### config.mk
export PLATFORM = sky130hd
export DESIGN_NAME = uart_rx_monitor
export DESIGN_NICKNAME = d
export VERILOG_FILES = /design/src/rtl/uart_rx_monitor.sv
export SDC_FILE = /design/constraint.sdc
export NUM_CORES = 1
export LEC_CHECK = 0
export CORE_ASPECT_RATIO = 1.25
export CORE_UTILIZATION = 25
export DETAILED_ROUTE_END_ITERATION = 6
export PLACE_DENSITY_LB_ADDON = 0.15
export SKIP_LAST_GASP = 1
export SYNTH_ARGS = -nofsm -noshare
export SYNTH_HDL_FRONTEND = slang
export SYNTH_SLANG_ARGS = --single-unit
### constraint.sdc
create_clock -name wb_clk_i -period 3.4 [get_ports wb_clk_i]
set_clock_uncertainty 0.2 [all_clocks]
set_input_delay 0.68 -clock wb_clk_i [delete_from_list [all_inputs] [get_ports wb_clk_i]]
set_output_delay 0.68 -clock wb_clk_i [all_outputs]
set_load 0.1 [all_outputs]
### src/rtl/uart_rx_monitor.sv
// rtl/uart_rx_monitor.sv - 8N1 UART receiver feeding a first-word fall-through byte FIFO
// Sticky flags report framing errors, FIFO overflow and arrival of the end-of-test byte.
module uart_rx_monitor #(
  parameter int          CLKS_PER_BIT = 16,
  parameter int          FIFO_DEPTH   = 16,
  parameter logic [7:0]  EOT_CHAR     = 8'h04
) (
  input  logic                          wb_clk_i,
  input  logic                          wb_rst_n_i,
  input  logic                          rx_i,
  output logic [7:0]                    data_o,
  output logic                          valid_o,
  input  logic                          ready_i,
  output logic [$clog2(FIFO_DEPTH):0]   level_o,
  output logic                          frame_err_o,
  output logic                          overflow_o,
  output logic                          eot_o
);

  localparam int CW = $clog2(CLKS_PER_BIT);
  localparam int AW = $clog2(FIFO_DEPTH);
  localparam logic [CW-1:0] HALF_LOAD = CW'(CLKS_PER_BIT / 2 - 1);
  localparam logic [CW-1:0] FULL_LOAD = CW'(CLKS_PER_BIT - 1);
  localparam logic [AW:0]   LEVEL_MAX = (AW + 1)'(FIFO_DEPTH);

  typedef enum logic [2:0] {IDLE, START, DATA, STOP, WAIT_HIGH} state_t;

  state_t          state_q, state_d;
  logic [1:0]      sync_q;
  logic [CW-1:0]   cnt_q, cnt_d;
  logic [2:0]      bit_q, bit_d;
  logic [7:0]      shift_q, shift_d;
  logic [7:0]      mem_q [FIFO_DEPTH];
  logic [AW-1:0]   wptr_q, rptr_q;
  logic [AW:0]     level_q;
  logic            ferr_q, ovf_q, eot_q;
  logic            rx_s, expire, push, ferr_set, pop, full, wr_en;

  assign rx_s   = sync_q[1];
  assign expire = (cnt_q == '0);

  always_comb begin
    state_d  = state_q;
    cnt_d    = expire ? cnt_q : cnt_q - CW'(1);
    bit_d    = bit_q;
    shift_d  = shift_q;
    push     = 1'b0;
    ferr_set = 1'b0;
    case (state_q)
      IDLE: begin
        if (!rx_s) begin
          cnt_d   = HALF_LOAD;
          state_d = START;
        end
      end
      START: begin
        if (expire) begin
          if (rx_s) begin
            state_d = IDLE;
          end else begin
            cnt_d   = FULL_LOAD;
            bit_d   = 3'd0;
            state_d = DATA;
          end
        end
      end
      DATA: begin
        if (expire) begin
          shift_d = {rx_s, shift_q[7:1]};
          cnt_d   = FULL_LOAD;
          bit_d   = bit_q + 3'd1;
          if (bit_q == 3'd7) state_d = STOP;
        end
      end
      STOP: begin
        if (expire) begin
          if (rx_s) begin
            push    = 1'b1;
            state_d = IDLE;
          end else begin
            ferr_set = 1'b1;
            state_d  = WAIT_HIGH;
          end
        end
      end
      WAIT_HIGH: begin
        // A held-low line (break) must go high before a new start bit is honoured.
        if (rx_s) state_d = IDLE;
      end
      default: state_d = IDLE;
    endcase
  end

  assign full  = (level_q == LEVEL_MAX);
  assign pop   = (level_q != '0) && ready_i;
  assign wr_en = push && (!full || pop);

  always_ff @(posedge wb_clk_i) begin
    if (!wb_rst_n_i) begin
      sync_q  <= 2'b11;
      state_q <= IDLE;
      cnt_q   <= '0;
      bit_q   <= '0;
      shift_q <= '0;
      wptr_q  <= '0;
      rptr_q  <= '0;
      level_q <= '0;
      ferr_q  <= 1'b0;
      ovf_q   <= 1'b0;
      eot_q   <= 1'b0;
    end else begin
      sync_q  <= {sync_q[0], rx_i};
      state_q <= state_d;
      cnt_q   <= cnt_d;
      bit_q   <= bit_d;
      shift_q <= shift_d;
      if (wr_en) wptr_q <= wptr_q + AW'(1);
      if (pop)   rptr_q <= rptr_q + AW'(1);
      level_q <= level_q + {{AW{1'b0}}, wr_en} - {{AW{1'b0}}, pop};
      if (ferr_set)                  ferr_q <= 1'b1;
      if (push && full && !pop)      ovf_q  <= 1'b1;
      if (push && shift_q == EOT_CHAR) eot_q <= 1'b1;
    end
  end

  always_ff @(posedge wb_clk_i) begin
    if (wr_en) mem_q[wptr_q] <= shift_q;
  end

  assign valid_o     = (level_q != '0);
  assign data_o      = valid_o ? mem_q[rptr_q] : 8'h00;
  assign level_o     = level_q;
  assign frame_err_o = ferr_q;
  assign overflow_o  = ovf_q;
  assign eot_o       = eot_q;

endmodule

==> results.yml <==
synth:
  synth_edf_count: 128
  yosys.cell_types.count: 57
  syn_avg_cell_area_um2: 15.5
  yosysTopAreaCell: "edfxtp_1"
  ys_ff_latch: 168
  yosysWarnings: 0
  yosys.area.top_type_share: 0.544
  synthArstFlopShare: 0
  syn-num-nets: 474
  ys.flop_type: "edfxtp_1"
  synth_area_mm2: 0.00706
  synth_area_leaders: "edfxtp_1 (54%), dfxtp_1 (11%), mux4_2 (6.4%)"
  netlist_instances: 454
  yosysSeqAreaShare: 0.658
power:
  p_sw_w: 0.00219
  power.internal_w: 0.00432
  powerDensity_mw_per_mm2: 762
  ir_drop_mv: 0.524
  power_frac_seq: 0.359
  p_leak_nw: 2.79
  p_sw_frac: 0.336
  p_comb_frac: 0.347
  clockPowerShare: 0.294
setup_path:
  end_kind: "output pin"
  critPathSlowestCell: "mux4_1"
  crit_path_start_kind: "flop"
  crit_buf_inv: 3
  path_class: "flop to output pin"
  max_stage_delay_ns: 0.61
  critical_path.top_delay_family: "multiplexers"
  crit_chain: "buf_12 > mux4_1 > mux2_2 > o21ai_0 > buf_4 > a21oi_4 > buf_12"
  worst-path-max-fanout: 8
  path_common_cell: "buf_12"
  cp.required_ns: 2.52
  worstPathArrival_ns: 2.45
detailed_routing:
  num_vias: 3849
  wirelength_mm: 15.6
  ant_nets: 0
  vias_per_cell: 4.52
  first_iter_violations: 236
  drtPass1Iterations: 6
  avgRoutedWirePerCell_um: 18.3
  drc: 2
timing:
  maxSlewViolCount: 0
  period_share: 0.978
  setup_tns_ns: 0
  rsz0062_at_grt: "yes"
  fin_ws_ns: 0.0744
  setup_viol: 0
  hold_violations: 0
  slew_headroom: 0.411
  max_slew.worst_pin.slew_ns: 0.880
  finalCriticalPeriod_ns: 3.33
  fmax_mhz: 301
final_layout:
  final_cell_mix: "edfxtp_1 (128), dfxtp_1 (34), nor2_1 (29)"
  final_nets: 509
  layout_commonest_cell: "edfxtp_1"
  n_antenna_cell: 0
  areaGrowthSynthToFinish_pct: 20.9
  drive_gt1_frac: 0.243
global_route:
  grt_pass1_wl_mm: 23.9
  grt_pass1_vias: 4044
  antenna_found_initial: 0
  grt_remaining_overflow: 0
  grt_max_degree: 25
  grt_use_total: 0.113
clock_network:
  cts_buffers: 17
  clockRootBuffer: "clkbuf_16"
  clock_latency_ns: 0.41
  cts-htree-levels: 4
  path_clk_slew_ns: 0.06
  cts_sinks: 168
  cts.path.max_buffers: 2
  cts_tree: "built"
  ctsHoldBuffers: 0
die:
  die_h_um: 190
  dieArea_mm2: 0.0289
  fp.dieW_um: 152
  num_rows: 68
  start_util: 0.255
  io_pins: 21
  coreArea_mm2: 0.0277
outcome:
  violations: "design-rule violations"
  status: "complete, but fails checks"
placed_design:
  gp_congestion: 0.712
  hpwl_mm: 9.86
  port_buffers: 20
  dp_slack_ns: 0.0216
run:
  cap_violations: 0
min_path:
  hp-class: "flop to flop"
==> power groups by stage <==
stage	logic (W)	clock network [W]	registers, W
after CTS	0.00227	0.00196	0.00234
after floorplan	0.00145	0	0.00253
final	0.00226	0.00191	0.00234
after detailed placement	0.00223	0	0.00237
after global routing	0.00241	0.00205	0.00235
after global placement	0.00222	0	0.00237
==> state kept, by name, indices dropped and copies added (netlist names), named ones only <==
| signal | count |
|---|---|
| bit_q | 3 |
| overflow_o | 1 |
| shift_q | 8 |
| frame_err_o | 1 |
| sync_q | 2 |
| cnt_q | 4 |
| level_o | 5 |
| state_q | 3 |
| wptr_q | 4 |
| mem_q | 128 |
| rptr_q | 4 |
| eot_o | 1 |
==> routing by layer <==
layer	up-vias	part of all wire	global-route usage
li1	1817	-	-
met4	0	0.0084	0.0318
met5	-	0	0
met3	12	0.025	0.0255
met1	1975	0.45	0.135
met2	45	0.51	0.203
==> final cells by class <==
cell class                      count  area, µm²
Clock inverter                      9        126
Clock buffer                       23        458
Fill cell                        2709      19100
Inverter                           14       52.6
Tap cell                          350        438
Timing Repair Buffer               43        498
Sequential cell                   168       4650
Multi-Input combinational cell    245       2310
==> synthesized netlist by cell type, drive strengths merged, types with 2 or more instances <==
cell      n
a211oi    3
a21o      2
a21oi    26
a31oi     3
a32oi     3
buf      15
clkbuf   12
dfxtp    40
edfxtp  128
ha       15
inv      13
mux2      8
mux2i    11
mux4     32
nand2    20
nand2b   11
nand3    20
nor2     29
nor2b     3
nor3      7
nor3b     5
nor4b     3
o21ai    16
or2       2
or3       2
or3b      2
xnor2     2
xor2      3
==> metrics by stage <==
| stage | total power [W] | util | hold slack (ns) | instance area (µm²) | cells |
|---|---|---|---|---|---|
| floorplan | 0.00398 | - | 0.186 | 7160 | 454 |
| global placement | 0.00459 | 0.285 | 0.197 | 7880 | 818 |
| detailed placement | 0.00461 | 0.285 | 0.198 | 7880 | 818 |
| global route | 0.00680 | 0.309 | 0.245 | 8540 | 852 |
| finish | 0.00651 | 0.309 | 0.223 | 8540 | 852 |
| CTS | 0.00657 | 0.308 | 0.220 | 8510 | 851 |
==> worst paths after layout <==
kind              slack (ns)  cells after the start                    end                  start
setup / recovery        0.07                      7              data_o[0]                   flop
hold / removal          0.22                      1   sync_q[1]$_SDFF_PN1_   sync_q[0]$_SDFF_PN1_
hold reg to reg         0.22                      1   sync_q[1]$_SDFF_PN1_   sync_q[0]$_SDFF_PN1_
setup reg to reg        0.23                     14  level_o[4]$_SDFF_PN0_  level_o[3]$_SDFF_PN0_
==> cell families after synthesis <==
logic type      synth area share
compound gates            0.0534
xor+xnor                 0.00620
buf+inv                   0.0292
simple gates              0.0870
mux                        0.137
flops                      0.658
fa+ha+maj                 0.0294
==> what timing repair did <==
item / 4_1_cts / 5_1_grt
pin swaps: 0 / 1
setup buffers: 0 / 0
resized for setup: 4 / 3
endpoints found under the setup margin: 6 / 5
cloned: 1 / 1
Power figures use the tool's default switching activity.
